==> config.mk <==
export PLATFORM = sky130hd
export DESIGN_NAME = tile_addr_gen_flat
export DESIGN_NICKNAME = d
export VERILOG_FILES = /design/src/rtl/tile_addr_gen_pkg.sv /design/src/rtl/tile_addr_gen_if.sv /design/src/rtl/tile_addr_gen_loop_counter.sv /design/src/rtl/tile_addr_gen.sv /design/src/flat_wrapper.sv
export SDC_FILE = /design/constraint.sdc
export NUM_CORES = 1
export LEC_CHECK = 0
export ABC_CLOCK_PERIOD_IN_PS = 2830
export CAP_MARGIN = 20
export CORE_MARGIN = 2
export CORE_UTILIZATION = 45
export CTS_BUF_LIST = sky130_fd_sc_hd__clkbuf_8
export DETAILED_ROUTE_END_ITERATION = 10
export PLACE_DENSITY_LB_ADDON = 0.1
export SLEW_MARGIN = 15
export SYNTH_ARGS = -nofsm -noshare
export SYNTH_HDL_FRONTEND = slang
export SYNTH_SLANG_ARGS = --single-unit
==> constraint.sdc <==
create_clock -name clk -period 2.83 [get_ports clk]
set_input_delay 0.566 -clock clk [delete_from_list [all_inputs] [get_ports clk]]
set_output_delay 0.566 -clock clk [all_outputs]
set_load 0.02 [all_outputs]
==> src/rtl/tile_addr_gen_pkg.sv <==
// tile_addr_gen_pkg: shared FSM state type and default widths for the tile address generator.
package tile_addr_gen_pkg;
  typedef enum logic [1:0] {IDLE, RUN, DONE} state_t;
  localparam int ADDR_W_DEF = 16;
  localparam int DIM_W_DEF  = 8;
endpackage

==> src/rtl/tile_addr_gen_if.sv <==
// tile_addr_gen_if: tile config/start request plus the valid/ready address stream.
interface tile_addr_gen_if
  import tile_addr_gen_pkg::*;
#(
  parameter int ADDR_W = ADDR_W_DEF,
  parameter int DIM_W  = DIM_W_DEF
);
  logic              start;
  logic [DIM_W-1:0]  rows;
  logic [DIM_W-1:0]  cols;
  logic [ADDR_W-1:0] base;
  logic [ADDR_W-1:0] stride;
  logic              addr_ready;
  logic              addr_valid;
  logic [ADDR_W-1:0] addr;
  logic [DIM_W-1:0]  row_idx;
  logic [DIM_W-1:0]  col_idx;
  logic              last;
  logic              busy;
  logic              done;
  modport master (
    output start, rows, cols, base, stride, addr_ready,
    input  addr_valid, addr, row_idx, col_idx, last, busy, done
  );
  modport slave (
    input  start, rows, cols, base, stride, addr_ready,
    output addr_valid, addr, row_idx, col_idx, last, busy, done
  );
endinterface

==> src/rtl/tile_addr_gen_loop_counter.sv <==
// loop_counter: wrapping 0..max_val counter with priority clear.
module loop_counter #(
  parameter int W = 8
) (
  input  logic         clk,
  input  logic         rstn,
  input  logic         clear,
  input  logic         enable,
  input  logic [W-1:0] max_val,
  output logic [W-1:0] count,
  output logic         at_max
);
  logic [W-1:0] r_count;
  assign count  = r_count;
  assign at_max = r_count == max_val;
  always_ff @(posedge clk or negedge rstn) begin
    if (!rstn)       r_count <= '0;
    else if (clear)  r_count <= '0;
    else if (enable) r_count <= at_max ? '0 : r_count + W'(1);
  end
endmodule

==> src/rtl/tile_addr_gen.sv <==
// tile_addr_gen: nested row/column walker emitting base + row*stride + col, one address per handshake.
module tile_addr_gen
  import tile_addr_gen_pkg::*;
#(
  parameter int ADDR_W = ADDR_W_DEF,
  parameter int DIM_W  = DIM_W_DEF
) (
  input  logic           clk,
  input  logic           rstn,
  tile_addr_gen_if.slave bus
);
  state_t            r_state, w_next;
  logic [DIM_W-1:0]  r_rows, r_cols, w_row, w_col;
  logic [ADDR_W-1:0] r_stride, r_row_base;
  logic              w_accept, w_zero, w_run, w_hs, w_col_max, w_row_max, w_last;
  assign w_run    = r_state == RUN;
  assign w_accept = r_state == IDLE && bus.start;
  assign w_zero   = bus.rows == '0 || bus.cols == '0;
  assign w_hs     = w_run && bus.addr_ready;
  assign w_last   = w_run && w_col_max && w_row_max;
  always_ff @(posedge clk or negedge rstn) begin
    if (!rstn) r_state <= IDLE;
    else       r_state <= w_next;
  end
  always_comb begin
    w_next = r_state;
    if (w_accept)               w_next = w_zero ? DONE : RUN;
    else if (w_hs && w_last)    w_next = DONE;
    else if (r_state == DONE)   w_next = IDLE;
  end
  // row_base accumulates the stride so the address needs only an adder
  always_ff @(posedge clk or negedge rstn) begin
    if (!rstn) begin
      r_rows     <= '0;
      r_cols     <= '0;
      r_stride   <= '0;
      r_row_base <= '0;
    end else if (w_accept && !w_zero) begin
      r_rows     <= bus.rows;
      r_cols     <= bus.cols;
      r_stride   <= bus.stride;
      r_row_base <= bus.base;
    end else if (w_hs && w_col_max && !w_row_max) begin
      r_row_base <= r_row_base + r_stride;
    end
  end
  loop_counter #(.W(DIM_W)) u_col (
    .clk(clk), .rstn(rstn), .clear(w_accept), .enable(w_hs),
    .max_val(r_cols - DIM_W'(1)), .count(w_col), .at_max(w_col_max)
  );
  loop_counter #(.W(DIM_W)) u_row (
    .clk(clk), .rstn(rstn), .clear(w_accept), .enable(w_hs && w_col_max),
    .max_val(r_rows - DIM_W'(1)), .count(w_row), .at_max(w_row_max)
  );
  assign bus.addr_valid = w_run;
  assign bus.addr       = w_run ? r_row_base + ADDR_W'(w_col) : '0;
  assign bus.row_idx    = w_run ? w_row : '0;
  assign bus.col_idx    = w_run ? w_col : '0;
  assign bus.last       = w_last;
  assign bus.busy       = r_state != IDLE;
  assign bus.done       = r_state == DONE;
endmodule

==> src/flat_wrapper.sv <==
// flat-port wrapper written by rule: the top's interface ports become plain ports
module tile_addr_gen_flat import tile_addr_gen_pkg::*;
#(
  parameter int ADDR_W = ADDR_W_DEF,
  parameter int DIM_W  = DIM_W_DEF
)
  (clk, rstn, bus_start, bus_rows, bus_cols, bus_base, bus_stride, bus_addr_ready, bus_addr_valid, bus_addr, bus_row_idx, bus_col_idx, bus_last, bus_busy, bus_done);
  tile_addr_gen_if #(.ADDR_W(ADDR_W), .DIM_W(DIM_W)) bus_i ();
  input  logic clk;
  input  logic rstn;
  input wire logic [$bits(bus_i.start)-1:0] bus_start;
  input wire logic [$bits(bus_i.rows)-1:0] bus_rows;
  input wire logic [$bits(bus_i.cols)-1:0] bus_cols;
  input wire logic [$bits(bus_i.base)-1:0] bus_base;
  input wire logic [$bits(bus_i.stride)-1:0] bus_stride;
  input wire logic [$bits(bus_i.addr_ready)-1:0] bus_addr_ready;
  output wire logic [$bits(bus_i.addr_valid)-1:0] bus_addr_valid;
  output wire logic [$bits(bus_i.addr)-1:0] bus_addr;
  output wire logic [$bits(bus_i.row_idx)-1:0] bus_row_idx;
  output wire logic [$bits(bus_i.col_idx)-1:0] bus_col_idx;
  output wire logic [$bits(bus_i.last)-1:0] bus_last;
  output wire logic [$bits(bus_i.busy)-1:0] bus_busy;
  output wire logic [$bits(bus_i.done)-1:0] bus_done;
  assign bus_i.start = bus_start;
  assign bus_i.rows = bus_rows;
  assign bus_i.cols = bus_cols;
  assign bus_i.base = bus_base;
  assign bus_i.stride = bus_stride;
  assign bus_i.addr_ready = bus_addr_ready;
  assign bus_addr_valid = bus_i.addr_valid;
  assign bus_addr = bus_i.addr;
  assign bus_row_idx = bus_i.row_idx;
  assign bus_col_idx = bus_i.col_idx;
  assign bus_last = bus_i.last;
  assign bus_busy = bus_i.busy;
  assign bus_done = bus_i.done;
  tile_addr_gen #(.ADDR_W(ADDR_W), .DIM_W(DIM_W)) u_core (.clk(clk), .rstn(rstn), .bus(bus_i));
endmodule
Word level (Yosys, flattened, before mapping):

Index checks and enable logic that the tools add are counted.

* input bits: 52
* output and inout bits: 36
* bits in registers: 66

* reductions and logical operators: 19
* equal/unequal tests: 4
* muxes and demuxes: 15
* $add $sub $neg: 6

Operators with widths (count)
* 8-bit 2-to-1 mux: 8
* 16-bit 2-to-1 mux: 3
* 16-bit adder: 1
* 16-bit by 8-bit adder with 16-bit output: 1
* 8-bit by 1-bit adder with 8-bit output, second input constant: 2
* 8-bit equality test: 2
* 8-bit logical NOT: 2
* 8-bit by 1-bit subtractor with 8-bit output, second input constant: 2
* 1-bit logical AND: 8
* 2-bit 2-to-1 mux: 4
* 2-bit nonzero test: 4
* 3-bit nonzero test: 1
* 2-bit by 1-bit equality test with 1-bit output, second input constant: 1
* 2-bit equality test, second input constant: 1
* 1-bit logical NOT: 2
* 2-bit logical NOT: 1
* 1-bit logical OR: 1

Depth between registers and ports, before layout:

Gate-level depths: netlist of the first run.

* word-level depth: 7
* mapped depth: 11
* gate-level depth less buffers: 10

Cells and area by module:

Synthesis of the first run repeated with hierarchy kept, for this count alone.

* cell total of the unflattened synthesis: 567
* area, all modules: 4792.1 um^2

By module, submodules not included
* tile_addr_gen: times used 1, seq. area each 1251.2 um^2, area an instance 3736.1 um^2, cells an instance 455
* loop_counter: times used 2, seq. area each 200.2 um^2, area an instance 528.0 um^2, cells an instance 56

Least setup slack after synthesis of the first run:

OpenSTA, ideal clock, no wires.

* path kind: flip-flop to output port
* from: register u_core.u_col.r_count[0] (netlist: u_core.u_col.count[0])
* to: output bus_addr[8]
* buffers on the path: 0
* slack: -0.324 ns
* arrival: 2.588 ns
* cell stages (with the launch flop): 9
* required time: 2.264 ns
* cells stage by stage: dfrtp_1 ha_1 fa_1 a21o_1 a21oi_1 o21bai_1 a2111o_1 and3_1 nor3_1

* longest elaborated chain between the ends: 2

RTL lines
* start, declared: line tile_addr_gen_loop_counter.sv:13 `logic [W-1:0] r_count;`
* start signal, assigned: line tile_addr_gen_loop_counter.sv:19 `else if (enable) r_count <= at_max ? '0 : r_count + W'(1);`
* 16-bit by 8-bit adder with 16-bit output: line tile_addr_gen.sv:56 `assign bus.addr = w_run ? r_row_base + ADDR_W'(w_col) : '0;`
* 16-bit 2-to-1 mux: line tile_addr_gen.sv:56
* end, declared: line flat_wrapper.sv:18 `output wire logic [$bits(bus_i.addr)-1:0] bus_addr;`

No other way between the ends.

Final worst setup path of the first run:

* from: register u_core.u_col.r_count[0] (netlist: u_core.u_col.count[0])
* to: output bus_addr[12]

Same word-level chain as after synthesis.

==> results of run 1 <==
flip-flops by register name (all words and copies together) (netlist names):
name / cells
u_core.u_col.count: 8
u_core.r_state: 2
u_core.r_rows: 8
u_core.u_row.count: 8
u_core.r_cols: 8
u_core.r_row_base: 16
u_core.r_stride: 16
routing by layer:
layer	up-vias	global-route usage, %	part of all wire, %
met5	-	0	0
met4	0	7.05	1.6
met3	20	3.40	4.4
met2	103	39.4	52
met1	2064	27.1	42
li1	2118	-	-
layout by cell type, fill, tap and decap left out, types with 15 or more instances in the layout:
cell type	count
a21oi_1	23
a31oi_1	16
and2_1	18
and3_1	15
buf_4	60
clkdlybuf4s50_1	71
dfrtp_1	65
ha_1	25
inv_1	19
mux2_2	33
nand2_1	40
nor2_1	42
o21ai_0	23
xnor2_1	22
xor2_1	18
what timing repair did:
| action | CTS | global route |
|---|---|---|
| gates resized for setup | 77 | 20 |
| setup endpoints to repair | 21 | 33 |
| setup buffers | 4 | 3 |
| pin swaps | 16 | 10 |
how the worst min path moves through the flow:
| stage | cells after the start | start | end |
|---|---|---|---|
| 6_report | 1 | rstn | u_core.r_rows[1] |
| 5_1_grt | 1 | rstn | u_core.r_rows[1] |
| 4_1_cts | 1 | rstn | u_core.r_rows[1] |
| 3_5_place_dp | 2 | u_core.r_state[1] | u_core.r_state[1] |
| 3_3_place_gp | 2 | u_core.r_state[1] | u_core.r_state[1] |
| 2_1_floorplan | 0 | rstn | u_core.r_cols[0] |
cell type report:
cell class              count  area [um2]  share of cell area, %
inverters                  19        71.3                   1.11
well taps                 133         166                   2.59
flip-flops and latches     66        1650                   25.7
multi-input cells         408        2970                   46.3
repair buffers            147        1330                   20.8
clock inverters             7         103                   1.60
clock buffers               9         124                   1.93
kinds of logic (layout without fill, tap and decap cells):
logic type,Yosys count,after routing
fa+ha+maj,29,29
mux,36,36
buf+inv,36,182
compound gates,109,109
flops,66,66
xor+xnor,40,40
simple gates,194,194
per-stage QoR:
step	TNS, ns	utilization (%)
finish	-3.41	65.1
global route	-4.98	65.1
CTS	-3.58	64.3
detailed placement	-5.45	61.4
global placement	-4.91	61.4
floorplan	-0.0779	-
power breakdown:
part | switching (W) | total (W) | internal [W]
sequential | 0.0000427 | 0.00103 | 0.000983
combinational | 0.000188 | 0.000414 | 0.000227
clock | 0.000402 | 0.000905 | 0.000503
==> impl_metrics.py, run 1 <==
metrics = {
    "clocking": {
        "holdBufCountCts": 0,
        "insertion_delay_ns": 0.35,
        "path_clk_slew_ns": 0.09,
        "cts_tree": "yes",
        "cts_buffers": 9,
        "ctsRootBufferMaster": "clkbuf_8",
        "htree_num_levels": 3,
        "clk_path_buf_depth": 2,
        "clkSinkCount": 66,
    },
    "flow_run": {
        "maxCapViolCount": 0,
    },
    "route": {
        "wl_um": 11800,
        "drt-initial-drc-count": 186,
        "dr.pass1.iters": 5,
        "routed_via_density": 5.46,
        "vias": 4305,
        "antenna_left": 0,
        "routedWlPerCell_um": 15.0,
        "drc": 0,
    },
    "global_routing": {
        "grt_pass1_wl_um": 20000,
        "antenna_found_initial": 0,
        "grt_pass1_vias": 4279,
        "grt_usage_pct": 22.1,
        "grt_max_degree": 58,
        "overflow": 0,
    },
    "setup_path": {
        "cp_max_fo": 4,
        "worstSetupPathType": "reg -> out",
        "timing.rr.start": "u_core.r_cols[2]",
        "regToRegSetupSlack_ns": 0.06,
        "slowest_stage": "a2111o_1",
        "cp_data_arrival_time_ns": 2.77,
        "timing.rr.end": "u_core.r_row_base[15]",
        "cp.required_ns": 2.26,
        "crit_buf_inv": 2,
        "crit_path_end_kind": "output port",
        "max_stage_delay_ns": 0.41,
        "start_kind": "flop",
        "critPathTopFamily": "compound AO/OA/AOI/OAI gates",
        "rr_worst_depth": 7,
        "cp-startpoint": "u_core.u_col.count[0]",
        "cp-endpoint": "bus_addr[12]",
        "worst-path-stages": 11,
        "crit_chain": "ha_2 > fa_2 > a21o_1 > a21oi_2 > o21bai_1 > a2111o_1 > buf_6 > nand4_1 > xor2_1 > nor2_2 > buf_2",
    },
    "floorplanning": {
        "die_area_um2": 11100,
        "coreArea_um2": 9860,
        "fp.dieH_um": 105,
        "ios": 88,
        "core.rowCount": 36,
        "start_util_pct": 46.7,
        "fp.dieW_um": 105,
    },
    "logic_synthesis": {
        "synth_warnings": 0,
        "syn_area_um2": 4610,
        "synth_mux_area_share_pct": 8.71,
        "yosys_most_used_dff": "dfrtp_1",
        "ys_top_cells_by_area": "dfrtp_1, mux2_2, ha_1",
        "ys_top_cells_by_count": "dfrtp_1, nor2_1, nand2_1, mux2_2, a21oi_1",
        "synth-seq-cells": 66,
        "synth_area_leader_cell": "dfrtp_1",
        "seq_area_frac_synth_pct": 35.8,
        "synth_xor_area_share_pct": 7.60,
        "synth_top_family_by_area": "simple AND/OR/NAND/NOR gates",
        "synth_top_area_share_pct": 35.8,
        "synth_simple_gate_area_share_pct": 22.0,
        "synth.most_common_cell": "dfrtp_1",
        "synthesis.nets": 591,
        "syn_avg_cell_area_um2": 9.04,
        "synth_compound_area_share_pct": 14.6,
        "synth_cell_types": 50,
        "synth_edf_count": 0,
        "synth-adder-area-share_pct": 8.20,
        "synthCells": 510,
        "async_flop_share_pct": 100,
    },
    "place": {
        "gp_congestion": 0.828,
        "place_inst": 766,
        "placed_area_um2": 6050,
        "dpl_worst_slack_ns": -0.611,
        "dp_hpwl_um": 9040,
        "io_buffers": 87,
    },
    "timing": {
        "fin_skew_ns": 0.0157,
        "fmax_ghz": 0.300,
        "finalMaxSlewViolations": 0,
        "finalSetupViolations": 10,
        "period_needed_ns": 3.34,
        "min_period_over_period_pct": 118,
        "rsz0062_at_grt": "yes",
        "slew_headroom_pct": 64.9,
        "fin_hold_ws_ns": 0.149,
        "final_hold_viol_count": 0,
        "finalWorstSetupSlack_ns": -0.505,
        "worst_pin_slew_ns": 0.525,
    },
    "layout": {
        "fin_cells": 789,
        "final_area_um2": 6420,
        "final_layout_size_suffix_gt1_share_pct": 24.5,
        "area_growth_pct": 39.3,
        "nFillCells": 828,
        "antennaDiodeCount": 0,
        "final_nets": 732,
    },
    "power": {
        "power_w": 0.00235,
        "power_density_nw_per_um2": 365,
        "p_leak_nw": 3.02,
        "peakVddDrop_uv": 254,
    },
    "hold_path": {
        "hp-class": "in -> async",
    },
    "outcome": {
        "violations": "setup timing",
        "outcome": "finished, violations left",
    },
}
Note: power is estimated with default switching activity, not from simulation.
==> inputs of run 2 (changes only) <==
--- a/config.mk
+++ b/config.mk
@@ -7,11 +7,13 @@
 export LEC_CHECK = 0
 export ABC_CLOCK_PERIOD_IN_PS = 2830
 export CAP_MARGIN = 20
+export CORE_ASPECT_RATIO = 0.75
 export CORE_MARGIN = 2
 export CORE_UTILIZATION = 45
 export CTS_BUF_LIST = sky130_fd_sc_hd__clkbuf_8
 export DETAILED_ROUTE_END_ITERATION = 10
 export PLACE_DENSITY_LB_ADDON = 0.1
+export SKIP_CTS_REPAIR_TIMING = 1
 export SLEW_MARGIN = 15
 export SYNTH_ARGS = -nofsm -noshare
 export SYNTH_HDL_FRONTEND = slang
==> impl_metrics.py, run 2 (synthesis results as in run 1) <==
metrics = {
    "setup_path": {
        "cp.required_ns": 2.26,
        "timing.rr.end": "u_core.r_row_base[1]",
        "start_kind": "flop",
        "cp_data_arrival_time_ns": 2.84,
        "slowest_stage": "a2111o_1",
        "crit_chain": "ha_2 > fa_2 > a21o_1 > a21oi_2 > o21bai_1 > a2111o_1 > buf_6 > nand4_1 > xor2_1 > nor2_2 > buf_6",
        "cp_max_fo": 3,
        "rr_worst_depth": 11,
        "crit_path_end_kind": "output port",
        "crit_top_cell": "buf_6",
        "max_stage_delay_ns": 0.47,
        "timing.rr.start": "u_core.r_cols[0]",
        "cp-startpoint": "u_core.u_col.count[0]",
        "cp-endpoint": "bus_addr[10]",
        "regToRegSetupSlack_ns": 0.07,
        "worstSetupPathType": "reg -> out",
    },
    "place": {
        "dp_hpwl_um": 9370,
        "placed_area_um2": 6010,
        "io_buffers": 87,
        "gp_congestion": 0.920,
    },
    "floorplanning": {
        "die_area_um2": 11100,
        "ios": 88,
        "fp.dieH_um": 91.7,
        "coreArea_um2": 9810,
        "fp.dieW_um": 121,
        "core.rowCount": 31,
        "start_util_pct": 47.0,
    },
    "timing": {
        "fmax_ghz": 0.294,
        "final_hold_viol_count": 0,
        "period_needed_ns": 3.40,
        "fin_hold_ws_ns": 0.395,
        "min_period_over_period_pct": 120,
        "slew_headroom_pct": 41.8,
        "rsz0062_at_grt": "yes",
        "fin_skew_ns": 0.0120,
        "finalWorstSetupSlack_ns": -0.571,
        "finalSetupViolations": 10,
        "worst_pin_slew_ns": 0.873,
        "finalMaxSlewViolations": 0,
    },
    "clocking": {
        "ctsRootBufferMaster": "clkbuf_8",
        "cts_buffers": 9,
        "htree_num_levels": 3,
        "path_clk_slew_ns": 0.07,
        "clk_path_buf_depth": 2,
        "insertion_delay_ns": 0.36,
        "clkSinkCount": 66,
        "cts_tree": "yes",
    },
    "power": {
        "switching_share_pct": 29.0,
        "seqPwrFrac_pct": 46.9,
        "combinationalPowerShare_pct": 20.2,
        "peakVddDrop_uv": 254,
        "p_int_w": 0.00155,
        "power_switching_w": 0.000635,
        "power_density_nw_per_um2": 339,
        "p_leak_nw": 3.04,
        "clock_power_share_pct": 32.9,
    },
    "route": {
        "drt-initial-drc-count": 315,
        "routed_via_density": 5.49,
        "vias": 4326,
        "antenna_left": 0,
        "drc": 0,
        "wl_um": 12800,
        "dr.pass1.iters": 5,
        "routedWlPerCell_um": 16.3,
    },
    "layout": {
        "post-route-util_pct": 65.9,
        "top_regs": "u_core.r_row_base (16), u_core.r_stride (16)",
        "final_layout_size_suffix_gt1_share_pct": 26.2,
        "final_nets": 732,
        "area_growth_pct": 40.2,
        "nFillCells": 818,
        "final_cell_mix": "clkdlybuf4s50_1, dfrtp_1, buf_4",
        "final_area_um2": 6460,
        "layout_commonest_cell": "clkdlybuf4s50_1",
        "antennaDiodeCount": 0,
    },
    "global_routing": {
        "grt_pass1_vias": 4356,
        "grt_max_degree": 67,
        "grt_pass1_wl_um": 21000,
        "grt_usage_pct": 24.0,
        "antenna_found_initial": 0,
        "overflow": 0,
    },
    "outcome": {
        "outcome": "finished, violations left",
        "violations": "setup timing",
    },
    "hold_path": {
        "hp-class": "in -> async",
    },
    "flow_run": {
        "maxCapViolCount": 0,
    },
}
==> run 2: worst min-delay path by stage <==
stage          cells after the start              start  slack [ns]                 to
2_1_floorplan                      0               rstn        0.27   u_core.r_cols[0]
3_3_place_gp                       2  u_core.r_state[1]        0.48  u_core.r_state[1]
3_5_place_dp                       2  u_core.r_state[1]        0.50  u_core.r_state[1]
4_1_cts                            2               rstn        0.43   u_core.r_cols[0]
5_1_grt                            2               rstn        0.46   u_core.r_cols[6]
6_report                           2               rstn        0.39   u_core.r_cols[0]
==> run 2: power by group through the flow <==
stage | logic, W | registers (W) | clock network (W)
finish | 0.000443 | 0.00103 | 0.000719
global route | 0.000488 | 0.00103 | 0.000784
detailed placement | 0.000406 | 0.00104 | 0
CTS | 0.000408 | 0.00102 | 0.000741
floorplan | 0.000227 | 0.00103 | 0
global placement | 0.000390 | 0.00104 | 0
==> run 2: routing by layer <==
| layer | global-route usage [%] | part of all wire [%] | vias up |
|---|---|---|---|
| met5 | 0 | 0 | - |
| met4 | 7.46 | 1.3 | 0 |
| met3 | 5.78 | 4.3 | 13 |
| met2 | 38.0 | 47 | 98 |
| met1 | 32.6 | 48 | 2101 |
| li1 | - | - | 2114 |
==> run 2: cell type report <==
class | instances | area [um2] | area share [%]
clock buffers | 10 | 138 | 2.13
flip-flops and latches | 66 | 1660 | 25.6
clock inverters | 6 | 35.0 | 0.542
well taps | 132 | 165 | 2.56
multi-input cells | 408 | 3050 | 47.1
inverters | 19 | 71.3 | 1.10
repair buffers | 147 | 1350 | 20.9
==> run 2: worst max-delay path, delay by kind of cell (launching register included) <==
family,cells,cell delay [ns]
adder cells (fa/ha/maj),2,0.55
XOR/XNOR,1,0.18
AO/OA/AOI/OAI,4,0.92
AND/OR/NAND/NOR,2,0.15
buffers and inverters,2,0.28
flip-flops,1,0.39
==> run 2: metrics by stage <==
stage / setup TNS [ns] / setup slack [ns] / std cells / power [W]
5_1_grt: -5.43 / -0.671 / 788 / 0.00230
3_5_place_dp: -5.72 / -0.676 / 760 / 0.00145
4_1_cts: -11.35 / -1.09 / 776 / 0.00217
6_report: -4.13 / -0.571 / 788 / 0.00219
3_3_place_gp: -5.02 / -0.619 / 760 / 0.00143
2_1_floorplan: -0.0779 / -0.0299 / 510 / 0.00126
==> inputs of run 3 (changes only) <==
--- a/config.mk
+++ b/config.mk
@@ -7,9 +7,9 @@
 export LEC_CHECK = 0
 export ABC_CLOCK_PERIOD_IN_PS = 2830
 export CAP_MARGIN = 20
-export CORE_ASPECT_RATIO = 0.75
+export CORE_ASPECT_RATIO = 0.7
 export CORE_MARGIN = 2
-export CORE_UTILIZATION = 45
+export CORE_UTILIZATION = 49
 export CTS_BUF_LIST = sky130_fd_sc_hd__clkbuf_8
 export DETAILED_ROUTE_END_ITERATION = 10
 export PLACE_DENSITY_LB_ADDON = 0.1
==> impl_metrics.py, run 3 (synthesis results as in run 1) <==
metrics = {
    "setup_path": {
        "cp.required_ns": 2.26,
        "critPathTopFamily": "compound AO/OA/AOI/OAI gates",
        "crit_path_end_kind": "output port",
        "start_kind": "flop",
        "max_stage_delay_ns": 0.51,
        "slowest_stage": "a2111o_1",
        "crit_chain": "ha_2 > fa_2 > a21o_1 > a21oi_2 > o21bai_1 > a2111o_1 > a21oi_1 > nor3_4 > buf_6",
        "cp_max_fo": 5,
        "worstSetupPathType": "reg -> out",
        "cp_data_arrival_time_ns": 2.72,
        "crit_buf_inv": 1,
    },
    "timing": {
        "finalWorstSetupSlack_ns": -0.461,
        "finalMaxSlewViolations": 0,
        "min_period_over_period_pct": 116,
        "period_needed_ns": 3.29,
        "fin_skew_ns": 0.0111,
        "fmax_ghz": 0.304,
        "worst_pin_slew_ns": 0.713,
        "setup-tns-final_ns": -3.73,
        "rsz0062_at_grt": "yes",
        "finalSetupViolations": 10,
        "slew_headroom_pct": 52.5,
        "final_hold_viol_count": 0,
    },
    "clocking": {
        "cts_tree": "yes",
        "clk_path_buf_depth": 2,
        "cts_buffers": 9,
        "htree_num_levels": 3,
        "path_clk_slew_ns": 0.08,
        "clkSinkCount": 66,
        "ctsRootBufferMaster": "clkbuf_8",
        "insertion_delay_ns": 0.36,
    },
    "floorplanning": {
        "core.rowCount": 29,
        "ios": 88,
        "fp.dieW_um": 120,
        "start_util_pct": 50.6,
        "coreArea_um2": 9110,
        "die_area_um2": 10200,
        "fp.dieH_um": 85.1,
    },
    "route": {
        "antenna_left": 0,
        "routed_via_density": 5.57,
        "drc": 0,
        "drt-initial-drc-count": 355,
        "vias": 4350,
        "routedWlPerCell_um": 16.4,
        "wl_um": 12800,
        "dr.pass1.iters": 5,
    },
    "layout": {
        "final_cell_mix": "clkdlybuf4s50_1, dfrtp_1, buf_4",
        "antennaDiodeCount": 0,
        "regArea_um2": 1660,
        "final_nets": 733,
        "area_growth_pct": 40.4,
        "final_layout_size_suffix_gt1_share_pct": 25.9,
        "fin_cells": 781,
        "top_regs": "u_core.r_row_base (16), u_core.r_stride (16)",
        "multi_input_area_um2": 3010,
        "nFillCells": 723,
        "layout_commonest_cell": "clkdlybuf4s50_1",
        "post-route-util_pct": 71.0,
    },
    "outcome": {
        "outcome": "finished, violations left",
        "violations": "setup timing",
    },
    "global_routing": {
        "overflow": 0,
        "met2_usage_pct": 39.9,
        "grt_max_degree": 42,
        "grt_pass1_wl_um": 20500,
        "antenna_found_initial": 0,
        "use_met1_pct": 35.8,
        "top_usage_layer": "met2",
        "grt_pass1_vias": 4201,
        "grt_usage_pct": 25.4,
        "use_met3_pct": 5.58,
    },
    "hold_path": {
        "hp-class": "in -> async",
    },
    "place": {
        "dp_hpwl_um": 9480,
        "gp_congestion": 0.915,
        "io_buffers": 87,
        "place_inst": 755,
    },
    "power": {
        "power_density_nw_per_um2": 346,
        "peakVddDrop_uv": 374,
        "p_leak_nw": 3.07,
        "power_w": 0.00224,
    },
    "flow_run": {
        "maxCapViolCount": 0,
    },
}
run 3: changes by cell type in the layout (fill, tap and decap cells not counted), sizes merged:
cell and change:
inv -2, clkinvlp +2, clkbuf +2, clkdlybuf4s50 -1, buf +1, dlymetal6s2s +1
clkinv -2
run 3: cell type report:
| type | count | area share [%] |
|---|---|---|
| well taps | 124 | 2.40 |
| clock inverters | 4 | 0.387 |
| inverters | 19 | 1.10 |
| flip-flops and latches | 66 | 25.6 |
| multi-input cells | 408 | 46.6 |
| clock buffers | 12 | 2.55 |
| repair buffers | 148 | 21.4 |
run 3: layer usage:
layer  routed length, um  vias to the layer above
met3                 824                       12
li1                    -                     2112
met4                 132                        0
met5                   0                        -
met1                5980                     2087
met2                5840                      139
run 3: path summary, 6_finish.rpt:
kind                                 startpoint                    end  slack, ns  cells past startpoint
max in group asynchronous                  rstn       u_core.r_cols[2]       1.94                      2
max                        u_core.r_row_base[0]            bus_addr[8]      -0.46                      9
min in group clk              u_core.r_state[1]      u_core.r_state[1]       0.51                      2
min                                        rstn       u_core.r_rows[2]       0.22                      1
min reg2reg                   u_core.r_state[1]      u_core.r_state[1]       0.51                      2
max reg2reg                    u_core.r_cols[0]  u_core.r_row_base[15]       0.10                     10
run 3: per-stage QoR:
step	cell area (um2)	setup WS [ns]	hold WS, ns
5_1_grt	6470	-0.593	0.254
3_5_place_dp	6040	-0.607	0.496
2_1_floorplan	4660	-0.0299	0.270
4_1_cts	6230	-1.00	0.229
6_report	6470	-0.461	0.221
3_3_place_gp	6040	-0.558	0.485
run 3: report_power, final:
part | switching, W | internal (W) | total (W) | leakage, nW
Sequential | 0.0000440 | 0.000984 | 0.00103 | 0.838
Clock | 0.000387 | 0.000387 | 0.000774 | 0.0944
Combinational | 0.000203 | 0.000232 | 0.000436 | 2.14
Total | 0.000635 | 0.00160 | 0.00224 | 3.07
